### src/rtl/mem_access_if.sv
// Wishbone pipelined bus bundle between the load/store unit and the bus fabric.
interface mem_access_if;
  logic [31:0] o_wb_addr;
  logic [31:0] o_wb_data;
  logic [3:0]  o_wb_sel;
  logic        o_wb_we;
  logic        o_wb_cyc;
  logic        o_wb_stb;
  logic [31:0] i_wb_data;
  logic        i_wb_ack;
  logic        i_wb_stall;
  logic        i_wb_err;

  modport master (
    output o_wb_addr, o_wb_data, o_wb_sel, o_wb_we, o_wb_cyc, o_wb_stb,
    input  i_wb_data, i_wb_ack, i_wb_stall, i_wb_err
  );

  modport slave (
    input  o_wb_addr, o_wb_data, o_wb_sel, o_wb_we, o_wb_cyc, o_wb_stb,
    output i_wb_data, i_wb_ack, i_wb_stall, i_wb_err
  );
endinterface

### src/rtl/mem_access.sv
// Single-transaction load/store unit: one request per i_enable, one pipelined
// Wishbone access, aligned/sign-extended load result or an error pulse.
module mem_access #(
  parameter int unsigned TIMEOUT = 255
) (
  input  logic        clk,
  input  logic        reset,
  input  logic        i_enable,
  input  logic [31:0] i_addr,
  input  logic        i_we,
  input  logic [31:0] i_value,
  input  logic [1:0]  i_data_width,
  input  logic        i_signed,
  output logic [31:0] o_value,
  output logic        o_completed,
  output logic        o_error,
  output logic        o_busy,
  mem_access_if.master wb
);

  typedef enum logic [1:0] {IDLE, REQ, WAIT} state_t;

  state_t      state_q;
  logic [31:0] value_q;
  logic [31:0] addr_q;
  logic [31:0] data_q;
  logic [31:0] cnt_q;
  logic [3:0]  sel_q;
  logic [1:0]  off_q;
  logic [1:0]  width_q;
  logic        signed_q;
  logic        we_q;
  logic        cyc_q;
  logic        stb_q;
  logic        completed_q;
  logic        error_q;
  logic        busy_q;

  logic        req_bad;
  logic [3:0]  req_sel;
  logic [31:0] req_data;
  logic [7:0]  ld_byte;
  logic [15:0] ld_half;
  logic [31:0] ld_value;
  logic        bus_done;
  logic        bus_timeout;

  // Decode the incoming request: alignment check, lane enables, lane-replicated store data
  always_comb begin
    req_bad  = 1'b0;
    req_sel  = '0;
    req_data = i_value;
    case (i_data_width)
      2'b01: begin
        req_sel  = 4'b0001 << i_addr[1:0];
        req_data = {4{i_value[7:0]}};
      end
      2'b10: begin
        req_bad  = i_addr[0];
        req_sel  = i_addr[1] ? 4'b1100 : 4'b0011;
        req_data = {2{i_value[15:0]}};
      end
      2'b11: begin
        req_bad = |i_addr[1:0];
        req_sel = '1;
      end
      default: req_bad = 1'b1;
    endcase
  end

  // Pick the addressed lane out of the read data and extend it to 32 bits
  always_comb begin
    ld_byte = wb.i_wb_data[{off_q, 3'b000} +: 8];
    ld_half = off_q[1] ? wb.i_wb_data[31:16] : wb.i_wb_data[15:0];
    case (width_q)
      2'b01:   ld_value = {{24{signed_q & ld_byte[7]}}, ld_byte};
      2'b10:   ld_value = {{16{signed_q & ld_half[15]}}, ld_half};
      default: ld_value = wb.i_wb_data;
    endcase
  end

  // Termination conditions; the count is compared one ahead so the abort lands
  // on the edge where the counter would reach TIMEOUT
  always_comb begin
    bus_done    = ((state_q == REQ && !wb.i_wb_stall) || state_q == WAIT) &&
                  (wb.i_wb_ack || wb.i_wb_err);
    bus_timeout = (state_q != IDLE) && !bus_done && (cnt_q + 32'd1 == TIMEOUT);
  end

  // Transaction FSM with all outputs registered
  always_ff @(posedge clk) begin
    if (!reset) begin
      state_q     <= IDLE;
      value_q     <= '0;
      addr_q      <= '0;
      data_q      <= '0;
      cnt_q       <= '0;
      sel_q       <= '0;
      off_q       <= '0;
      width_q     <= '0;
      signed_q    <= 1'b0;
      we_q        <= 1'b0;
      cyc_q       <= 1'b0;
      stb_q       <= 1'b0;
      completed_q <= 1'b0;
      error_q     <= 1'b0;
      busy_q      <= 1'b0;
    end else begin
      completed_q <= 1'b0;
      error_q     <= 1'b0;
      case (state_q)
        IDLE: begin
          if (i_enable) begin
            if (req_bad) begin
              error_q <= 1'b1;
            end else begin
              addr_q   <= {i_addr[31:2], 2'b00};
              data_q   <= req_data;
              sel_q    <= req_sel;
              we_q     <= i_we;
              off_q    <= i_addr[1:0];
              width_q  <= i_data_width;
              signed_q <= i_signed;
              cyc_q    <= 1'b1;
              stb_q    <= 1'b1;
              busy_q   <= 1'b1;
              cnt_q    <= '0;
              state_q  <= REQ;
            end
          end
        end
        default: begin
          if (bus_done || bus_timeout) begin
            cyc_q   <= 1'b0;
            stb_q   <= 1'b0;
            busy_q  <= 1'b0;
            state_q <= IDLE;
            if (bus_timeout || wb.i_wb_err) begin
              error_q <= 1'b1;
            end else begin
              completed_q <= 1'b1;
              if (!we_q) value_q <= ld_value;
            end
          end else begin
            cnt_q <= cnt_q + 32'd1;
            if (state_q == REQ && !wb.i_wb_stall) begin
              stb_q   <= 1'b0;
              state_q <= WAIT;
            end
          end
        end
      endcase
    end
  end

  assign o_value      = value_q;
  assign o_completed  = completed_q;
  assign o_error      = error_q;
  assign o_busy       = busy_q;
  assign wb.o_wb_addr = addr_q;
  assign wb.o_wb_data = data_q;
  assign wb.o_wb_sel  = sel_q;
  assign wb.o_wb_we   = we_q;
  assign wb.o_wb_cyc  = cyc_q;
  assign wb.o_wb_stb  = stb_q;

endmodule

### src/flat_wrapper.sv
// flat-port wrapper written by rule: the top's interface ports become plain ports
module mem_access_flat 
#(
  parameter int unsigned TIMEOUT = 255
)
  (clk, reset, i_enable, i_addr, i_we, i_value, i_data_width, i_signed, o_value, o_completed, o_error, o_busy, wb_o_wb_addr, wb_o_wb_data, wb_o_wb_sel, wb_o_wb_we, wb_o_wb_cyc, wb_o_wb_stb, wb_i_wb_data, wb_i_wb_ack, wb_i_wb_stall, wb_i_wb_err);
  mem_access_if wb_i ();
  input  logic clk;
  input  logic reset;
  input  logic i_enable;
  input  logic [31:0] i_addr;
  input  logic i_we;
  input  logic [31:0] i_value;
  input  logic [1:0] i_data_width;
  input  logic i_signed;
  output logic [31:0] o_value;
  output logic o_completed;
  output logic o_error;
  output logic o_busy;
  output wire logic [$bits(wb_i.o_wb_addr)-1:0] wb_o_wb_addr;
  output wire logic [$bits(wb_i.o_wb_data)-1:0] wb_o_wb_data;
  output wire logic [$bits(wb_i.o_wb_sel)-1:0] wb_o_wb_sel;
  output wire logic [$bits(wb_i.o_wb_we)-1:0] wb_o_wb_we;
  output wire logic [$bits(wb_i.o_wb_cyc)-1:0] wb_o_wb_cyc;
  output wire logic [$bits(wb_i.o_wb_stb)-1:0] wb_o_wb_stb;
  input wire logic [$bits(wb_i.i_wb_data)-1:0] wb_i_wb_data;
  input wire logic [$bits(wb_i.i_wb_ack)-1:0] wb_i_wb_ack;
  input wire logic [$bits(wb_i.i_wb_stall)-1:0] wb_i_wb_stall;
  input wire logic [$bits(wb_i.i_wb_err)-1:0] wb_i_wb_err;
  assign wb_o_wb_addr = wb_i.o_wb_addr;
  assign wb_o_wb_data = wb_i.o_wb_data;
  assign wb_o_wb_sel = wb_i.o_wb_sel;
  assign wb_o_wb_we = wb_i.o_wb_we;
  assign wb_o_wb_cyc = wb_i.o_wb_cyc;
  assign wb_o_wb_stb = wb_i.o_wb_stb;
  assign wb_i.i_wb_data = wb_i_wb_data;
  assign wb_i.i_wb_ack = wb_i_wb_ack;
  assign wb_i.i_wb_stall = wb_i_wb_stall;
  assign wb_i.i_wb_err = wb_i_wb_err;
  mem_access #(.TIMEOUT(TIMEOUT)) u_core (.clk(clk), .reset(reset), .i_enable(i_enable), .i_addr(i_addr), .i_we(i_we), .i_value(i_value), .i_data_width(i_data_width), .i_signed(i_signed), .o_value(o_value), .o_completed(o_completed), .o_error(o_error), .o_busy(o_busy), .wb(wb_i));
endmodule
### config.mk
export PLATFORM = sky130hd
export DESIGN_NAME = mem_access_flat
export DESIGN_NICKNAME = d
export VERILOG_FILES = /design/src/rtl/mem_access_if.sv /design/src/rtl/mem_access.sv /design/src/flat_wrapper.sv
export SDC_FILE = /design/constraint.sdc
export NUM_CORES = 1
export LEC_CHECK = 0
export CAP_MARGIN = 15
export CORE_ASPECT_RATIO = 0.8
export CORE_UTILIZATION = 45
export CTS_CLUSTER_DIAMETER = 80
export CTS_CLUSTER_SIZE = 16
export DETAILED_ROUTE_END_ITERATION = 8
export PLACE_DENSITY = 0.77
export SLEW_MARGIN = 20
export SYNTH_ARGS = -nofsm -noshare
export SYNTH_HDL_FRONTEND = slang
export SYNTH_SLANG_ARGS = --single-unit
### constraint.sdc
create_clock -name clk -period 8.5 [get_ports clk]
set_clock_uncertainty 0.05 [all_clocks]
set_input_delay 2.125 -clock clk [delete_from_list [all_inputs] [get_ports clk]]
set_output_delay 2.125 -clock clk [all_outputs]
set_load 0.01 [all_outputs]
==> results.tsv, run 1 <==
stage	metric	value	unit
outcome	outcome	completed	
pwr	power_density	173	nW/um^2
die	die_y	114	um
layout	fin_cells	1314	
clocking	ctsResizeCount	0	
setup_path	cp.depth	11	
detailed_routing	met3_wirelength	2320	um
clocking	cts_root_buf	clkbuf_16	
timing	finalHoldViolations	0	
detailed_routing	drt-met1-wl	9930	um
setup_path	max_stage_delay	0.90	ns
layout	nets	1205	
detailed_routing	wl_per_cell	16.9	um
placement	place_congestion	0.887	
setup_path	critPathBufInv	3	
clocking	clkTransAtPathRegs	0.06	ns
setup_path	crit_path_cell_trace	clkdlybuf4s50_1, nor2_1, a21oi_1, nand2b_1, buf_4, a2111oi_2, nand4_2, nor4_2, buf_4, nor3_1, a311o_1	
pwr	vdd_drop_max	0.000135	V
min_path	min_path_type	flop to flop	
timing	fmax	0.193	GHz
grt	overflow	0	
logic_synthesis	syn_inst	934	
logic_synthesis	syn_avg_cell_area	7.62	sq um
detailed_routing	route.met2.wl	9630	um
logic_synthesis	ys_seq_elements	141	
logic_synthesis	seq_area_frac_synth	0.397	
setup_path	endpoint_kind	flop	
clocking	clock_latency	0.42	ns
timing	period_share	0.610	
timing	tightestPinTransition	1.07	ns
die	die_x	143	um
setup_path	crit_type	input port to flop	
setup_path	crit_path_end	u_core.cnt_q[2]$_SDFFE_PN0P_	
timing	setup-violations-final	0	
timing	rsz0062_at_grt	no	
clocking	postCtsHoldBufs	0	
detailed_routing	vias_per_cell	5.72	
placement	port_buffers	209	
grt	grt_pass1_wl	35400	um
layout	area_delta_synth_final	37.3	%
die	initial_core_util	0.468	
die	coreArea	15200	sq um
setup_path	worstReg2RegEnd	u_core.cnt_q[2]$_SDFFE_PN0P_	
pwr	leakage	0.00342	uW
timing	timing.slew.headroom	0.285	
clocking	cts_buffers	17	
detailed_routing	wl	22300	um
die	ioPinCount	212	
grt	grt_max_degree	96	
die	die_area	16300	sq um
clocking	cts_tree	done	
logic_synthesis	netlist_area	7120	sq um
layout	drive_above_1_share	0.0607	
setup_path	slowest_stage	nor4_2	
detailed_routing	dr.pass1.iters	5	
detailed_routing	drtIter0Drc	699	
setup_path	r2r_start	u_core.cnt_q[1]$_SDFFE_PN0P_	
setup_path	cp_data_required_time	8.76	ns
setup_path	cp_common_cell	buf_4	
placement	hpwl	15200	um
clocking	clock_sinks	141	
setup_path	worstSetupStartpoint	wb_i_wb_err	
logic_synthesis	synth_warnings	0	
clocking	postCtsSetupBuffers	0	
die	std_cell_rows	40	
setup_path	crit_fanout	35	
logic_synthesis	ys.flop_type	dfxtp_1	
run	drv_cap	0	
pwr	p_total	1690	uW
setup_path	rrSetupSlack	4.16	ns
grt	antenna_found_initial	0	
logic_synthesis	async_reset_ff_frac	0	
setup_path	reg2reg_depth	10	
grt	grt_pass1_vias	6846	
timing	holdWs	0.402	ns
timing	final.setup.tns	0	ns
timing	period_minus_slack	5.18	ns
detailed_routing	ant_nets	0	
layout	antenna_cells	0	
setup_path	critical-path-top-delay-family	simple AND/OR/NAND/NOR gates	
timing	slew_viol_final	0	
logic_synthesis	yosysUniqueCellTypes	68	
setup_path	start_kind	input port	
min_path	min_path_cells	2	
logic_synthesis	synth_edf_count	0	
clocking	htree_levels	4	
detailed_routing	via_count	7517	
clocking	clock_path_buffers	2	
detailed_routing	drc	0	
detailed_routing	dr.max_layer_used	met4	
grt	track_usage	0.276	
setup_path	arrival	5.45	ns
placement	dpl.cell_count	1282	
==> where the power goes <==
part           total, uW  internal (uW)  switching [uW]
clock                696            386             310
sequential           710            691            18.9
combinational        281            133             149
==> synth_stat cells, types with 3 or more instances <==
| cell | number | area [sq um] |
|---|---|---|
| xnor2_1 | 4 | 35.0 |
| a21oi_1 | 105 | 526 |
| a22oi_1 | 32 | 240 |
| inv_1 | 23 | 86.3 |
| and2_1 | 5 | 31.3 |
| nor3b_1 | 9 | 67.6 |
| nand4b_1 | 4 | 35.0 |
| clkbuf_1 | 66 | 248 |
| a211oi_1 | 3 | 22.5 |
| a21o_1 | 3 | 22.5 |
| nand2_1 | 191 | 717 |
| a311o_1 | 6 | 60.1 |
| a31oi_1 | 13 | 81.3 |
| nor2_1 | 66 | 248 |
| buf_4 | 7 | 52.6 |
| and3_1 | 9 | 56.3 |
| o21ai_1 | 3 | 15.0 |
| nand4_1 | 10 | 62.6 |
| buf_2 | 6 | 30.0 |
| a221oi_1 | 17 | 149 |
| o31ai_1 | 3 | 22.5 |
| dfxtp_1 | 141 | 2820 |
| ha_1 | 8 | 100 |
| o211ai_1 | 33 | 248 |
| nor3_1 | 24 | 120 |
| or4_1 | 13 | 97.6 |
| o22ai_1 | 3 | 18.8 |
| o21ai_0 | 38 | 190 |
| nand3_1 | 23 | 115 |
| nor4_1 | 9 | 56.3 |
| nand3b_1 | 5 | 37.5 |
| nor2b_1 | 4 | 25.0 |
| a41oi_1 | 3 | 26.3 |
==> routing by layer <==
metal / vias up / track usage
li1: 3662 / -
met5: - / 0
met3: 30 / 0.0954
met4: 0 / 0.0946
met2: 326 / 0.403
met1: 3499 / 0.376
==> through the flow <==
stage | utilization | worst slack [ns] | cell area, sq um
floorplan | - | 4.32 | 7120
global placement | 0.606 | 2.97 | 9220
detailed placement | 0.606 | 2.93 | 9220
CTS | 0.642 | 3.37 | 9770
global route | 0.642 | 3.00 | 9770
finish | 0.642 | 3.32 | 9770
==> placed cells by master (no fill, tap or decap), types with 13 or more instances in the layout <==
cell / count
a22oi_1: 32
o21ai_0: 38
nand2_1: 191
a31oi_1: 13
o211ai_1: 33
dfxtp_1: 141
nor3_1: 23
clkbuf_16: 17
a21oi_1: 105
a221oi_1: 17
nor2_1: 66
inv_1: 23
clkdlybuf4s50_1: 209
or4_1: 13
nand3_1: 22
==> cells by family (layout without fill, tap and decap cells) <==
group                    Yosys count  count (layout)  synth area share
flip-flops                       141             141             0.397
XOR/XNOR                           6               6           0.00738
AO/OA/AOI/OAI                    277             277             0.249
multiplexers                       1               1           0.00316
adder cells (fa/ha/maj)            8               8            0.0141
buffers and inverters            107             276            0.0633
AND/OR/NAND/NOR                  393             393             0.266
other                              1               2          0.000527
==> tightest hold or removal path: cells and delay by family, from the launching register on <==
| kind | cells | cell delay, ns |
|---|---|---|
| AOI/OAI and AO/OA | 1 | 0.05 |
| DFF | 1 | 0.31 |
| and+or+nand+nor | 1 | 0.05 |
==> sequential cells by signal, summed over array words and instances, names as in the netlist <==
name,count
u_core.wb.o_wb_data,32
u_core.cnt_q,32
u_core.signed_q,1
u_core.width_q,2
u_core.state_q,2
u_core.o_value,32
u_core.wb.o_wb_addr,30
u_core.o_error,1
u_core.o_busy,1
u_core.wb.o_wb_we,1
u_core.o_completed,1
u_core.off_q,2
u_core.wb.o_wb_sel,4
==> worst min path at each step <==
stage / start / end / slack [ns]
after global routing: u_core.wb.o_wb_addr[25]$_SDFFE_PN0P_ / u_core.wb.o_wb_addr[25]$_SDFFE_PN0P_ / 0.42
after detailed placement: u_core.wb.o_wb_data[8]$_SDFFE_PN0P_ / u_core.wb.o_wb_data[8]$_SDFFE_PN0P_ / 0.40
after floorplan: u_core.signed_q$_SDFFE_PN0P_ / u_core.signed_q$_SDFFE_PN0P_ / 0.40
after CTS: u_core.wb.o_wb_data[10]$_SDFFE_PN0P_ / u_core.wb.o_wb_data[10]$_SDFFE_PN0P_ / 0.40
final: u_core.wb.o_wb_data[10]$_SDFFE_PN0P_ / u_core.wb.o_wb_data[10]$_SDFFE_PN0P_ / 0.40
after global placement: u_core.wb.o_wb_data[8]$_SDFFE_PN0P_ / u_core.wb.o_wb_data[8]$_SDFFE_PN0P_ / 0.39
==> final cells by class <==
class / instances / area, sq um
Timing Repair Buffer: 220 / 2170
Multi-Input combinational cell: 687 / 3870
Sequential cell: 141 / 2820
Clock buffer: 18 / 439
Clock inverter: 14 / 110
Fill cell: 1342 / 5440
Tap cell: 210 / 263
Inverter: 24 / 91.3
Note: power is estimated with default switching activity, not from simulation.
==> run 2, diff against run 1 <==
- clock period: 8.5 -> 5.3 ns (I/O delays scaled with it)
==> results.tsv, run 2 (synthesis results as in run 1) <==
stage	metric	value	unit	change
outcome	outcome	completed		unchanged
die	initial_core_util	0.468		unchanged
min_path	min_path_type	flop to flop		unchanged
timing	finalHoldViolations	0		unchanged
clocking	cts_tree	done		unchanged
grt	grt_pass1_vias	6907		was 6,846
setup_path	endpoint_kind	flop		unchanged
grt	use_met3	0.0874		was 0.0954
run	drv_cap	0		unchanged
clocking	cts_root_buf	clkbuf_16		unchanged
die	std_cell_rows	40		unchanged
clocking	postCtsHoldBufs	0		unchanged
layout	antenna_cells	0		unchanged
detailed_routing	wl	22400	um	was 22,300 um
setup_path	crit_type	input port to flop		unchanged
grt	track_usage	0.278		was 0.276
pwr	leakage	0.00346	uW	was 0.00342 uW
layout	final_common_cell	clkdlybuf4s50_1		unchanged
timing	holdWs	0.402	ns	about the same
grt	grt_pass1_wl	35700	um	was 35,400 um
detailed_routing	wl_per_cell	17.0	um	was 16.9 um
pwr	power_density	282	nW/um^2	was 173 nW/um^2
placement	place_congestion	0.921		was 0.887
layout	nets	1209		was 1,205
placement	dpl_cell_area	9270	sq um	was 9220 sq um
setup_path	crit_fanout	46		was 35
timing	period_share	0.712		
detailed_routing	ant_nets	0		unchanged
grt	antenna_found_initial	0		unchanged
timing	period_minus_slack	3.77	ns	
grt	use_met1	0.387		was 0.376
setup_path	cp_data_required_time	5.61	ns	was 8.76 ns
die	die_area	16300	sq um	unchanged
setup_path	start_kind	input port		unchanged
grt	grt_use_met2	0.416		was 0.403
detailed_routing	dr.pass1.iters	7		was 5
timing	slew_viol_final	0		unchanged
clocking	htree_levels	4		unchanged
placement	hpwl	15400	um	was 15,200 um
timing	rsz0062_at_grt	no		unchanged
die	ioPinCount	212		unchanged
pwr	vdd_drop_max	0.000222	V	was 0.000135 V
placement	port_buffers	209		unchanged
grt	busiest_layer	met2		unchanged
layout	finalInstanceArea	9850	sq um	was 9770 sq um
layout	drive_above_1_share	0.0632		was 0.0607
clocking	clkTransAtPathRegs	0.06	ns	about the same
die	die_y	114	um	unchanged
pwr	p_total	2780	uW	was 1690 uW
timing	final.setup.tns	0	ns	unchanged
clocking	cts_buffers	17		unchanged
die	die_x	143	um	unchanged
clocking	ctsResizeCount	0		unchanged
timing	fmax	0.265	GHz	
detailed_routing	drtIter0Drc	665		was 699
clocking	postCtsSetupBuffers	0		unchanged
grt	grt_max_degree	65		was 96
setup_path	rrSetupSlack	1.57	ns	was 4.16 ns
detailed_routing	vias_per_cell	5.71		was 5.72
layout	final_cell_mix	209 x clkdlybuf4s50_1, 191 x nand2_1, 141 x dfxtp_1		unchanged
setup_path	arrival	4.09	ns	was 5.45 ns
timing	tightestPinTransition	1.14	ns	was 1.07 ns
layout	n_fill_cell	1372		was 1,342
die	coreArea	15200	sq um	unchanged
layout	area_delta_synth_final	38.4	%	was 37.3%
clocking	clock_latency	0.42	ns	about the same
detailed_routing	drc	0		unchanged
detailed_routing	via_count	7530		was 7,517
timing	timing.slew.headroom	0.238		was 0.285
grt	overflow	0		unchanged
clocking	clock_sinks	141		unchanged
clocking	clock_path_buffers	2		unchanged
timing	setup-violations-final	0		unchanged
## run 2: cell type report
cell class / count / area (sq um) / share of cell area
inverters: 24 / 91.3 / 0.00927
repair buffers: 224 / 2220 / 0.225
clock inverters: 12 / 126 / 0.0128
clock buffers: 20 / 457 / 0.0464
multi-input cells: 687 / 3870 / 0.393
flip-flops and latches: 141 / 2820 / 0.287
well taps: 210 / 263 / 0.0267
## run 2: worst paths after layout
kind	start	to	cells after the start
min reg2reg	u_core.wb.o_wb_addr[20]$_SDFFE_PN0P_	u_core.wb.o_wb_addr[20]$_SDFFE_PN0P_	2
min	u_core.wb.o_wb_addr[20]$_SDFFE_PN0P_	u_core.wb.o_wb_addr[20]$_SDFFE_PN0P_	2
max reg2reg	u_core.cnt_q[0]$_SDFFE_PN0P_	u_core.o_value[17]$_SDFFE_PN0P_	9
max	i_data_width[0]	u_core.wb.o_wb_data[17]$_SDFFE_PN0P_	10
## run 2: power by group
group | total [uW] | switching, uW | internal, uW
logic | 457 | 241 | 216
clock network | 1180 | 497 | 684
registers | 1140 | 31.9 | 1110
## run 2: critical path, cell delays in order
cell,delay (ns)
clkdlybuf4s50_1,0.55
inv_1,0.08
ha_1,0.34
nor2_1,0.13
nor2_1,0.07
nor2_1,0.21
nand3_4,0.45
nor2_1,0.61
a221oi_1,0.19
nor2_1,0.11
## run 2: stage by stage
| stage | worst slack, ns | util | instances |
|---|---|---|---|
| floorplan | 1.92 | - | 935 |
| global placement | 1.27 | 0.609 | 1286 |
| detailed placement | 1.13 | 0.609 | 1286 |
| CTS | 1.57 | 0.647 | 1318 |
| global route | 1.30 | 0.647 | 1318 |
| finish | 1.53 | 0.647 | 1318 |
## run 2: layer usage
layer  part of all wire  wire length, um  vias up
met4             0.0097              217        0
met2               0.44             9950      346
met1               0.45            10100     3505
met5                  0                0        -
li1                   -                -     3657
met3              0.093             2070       22
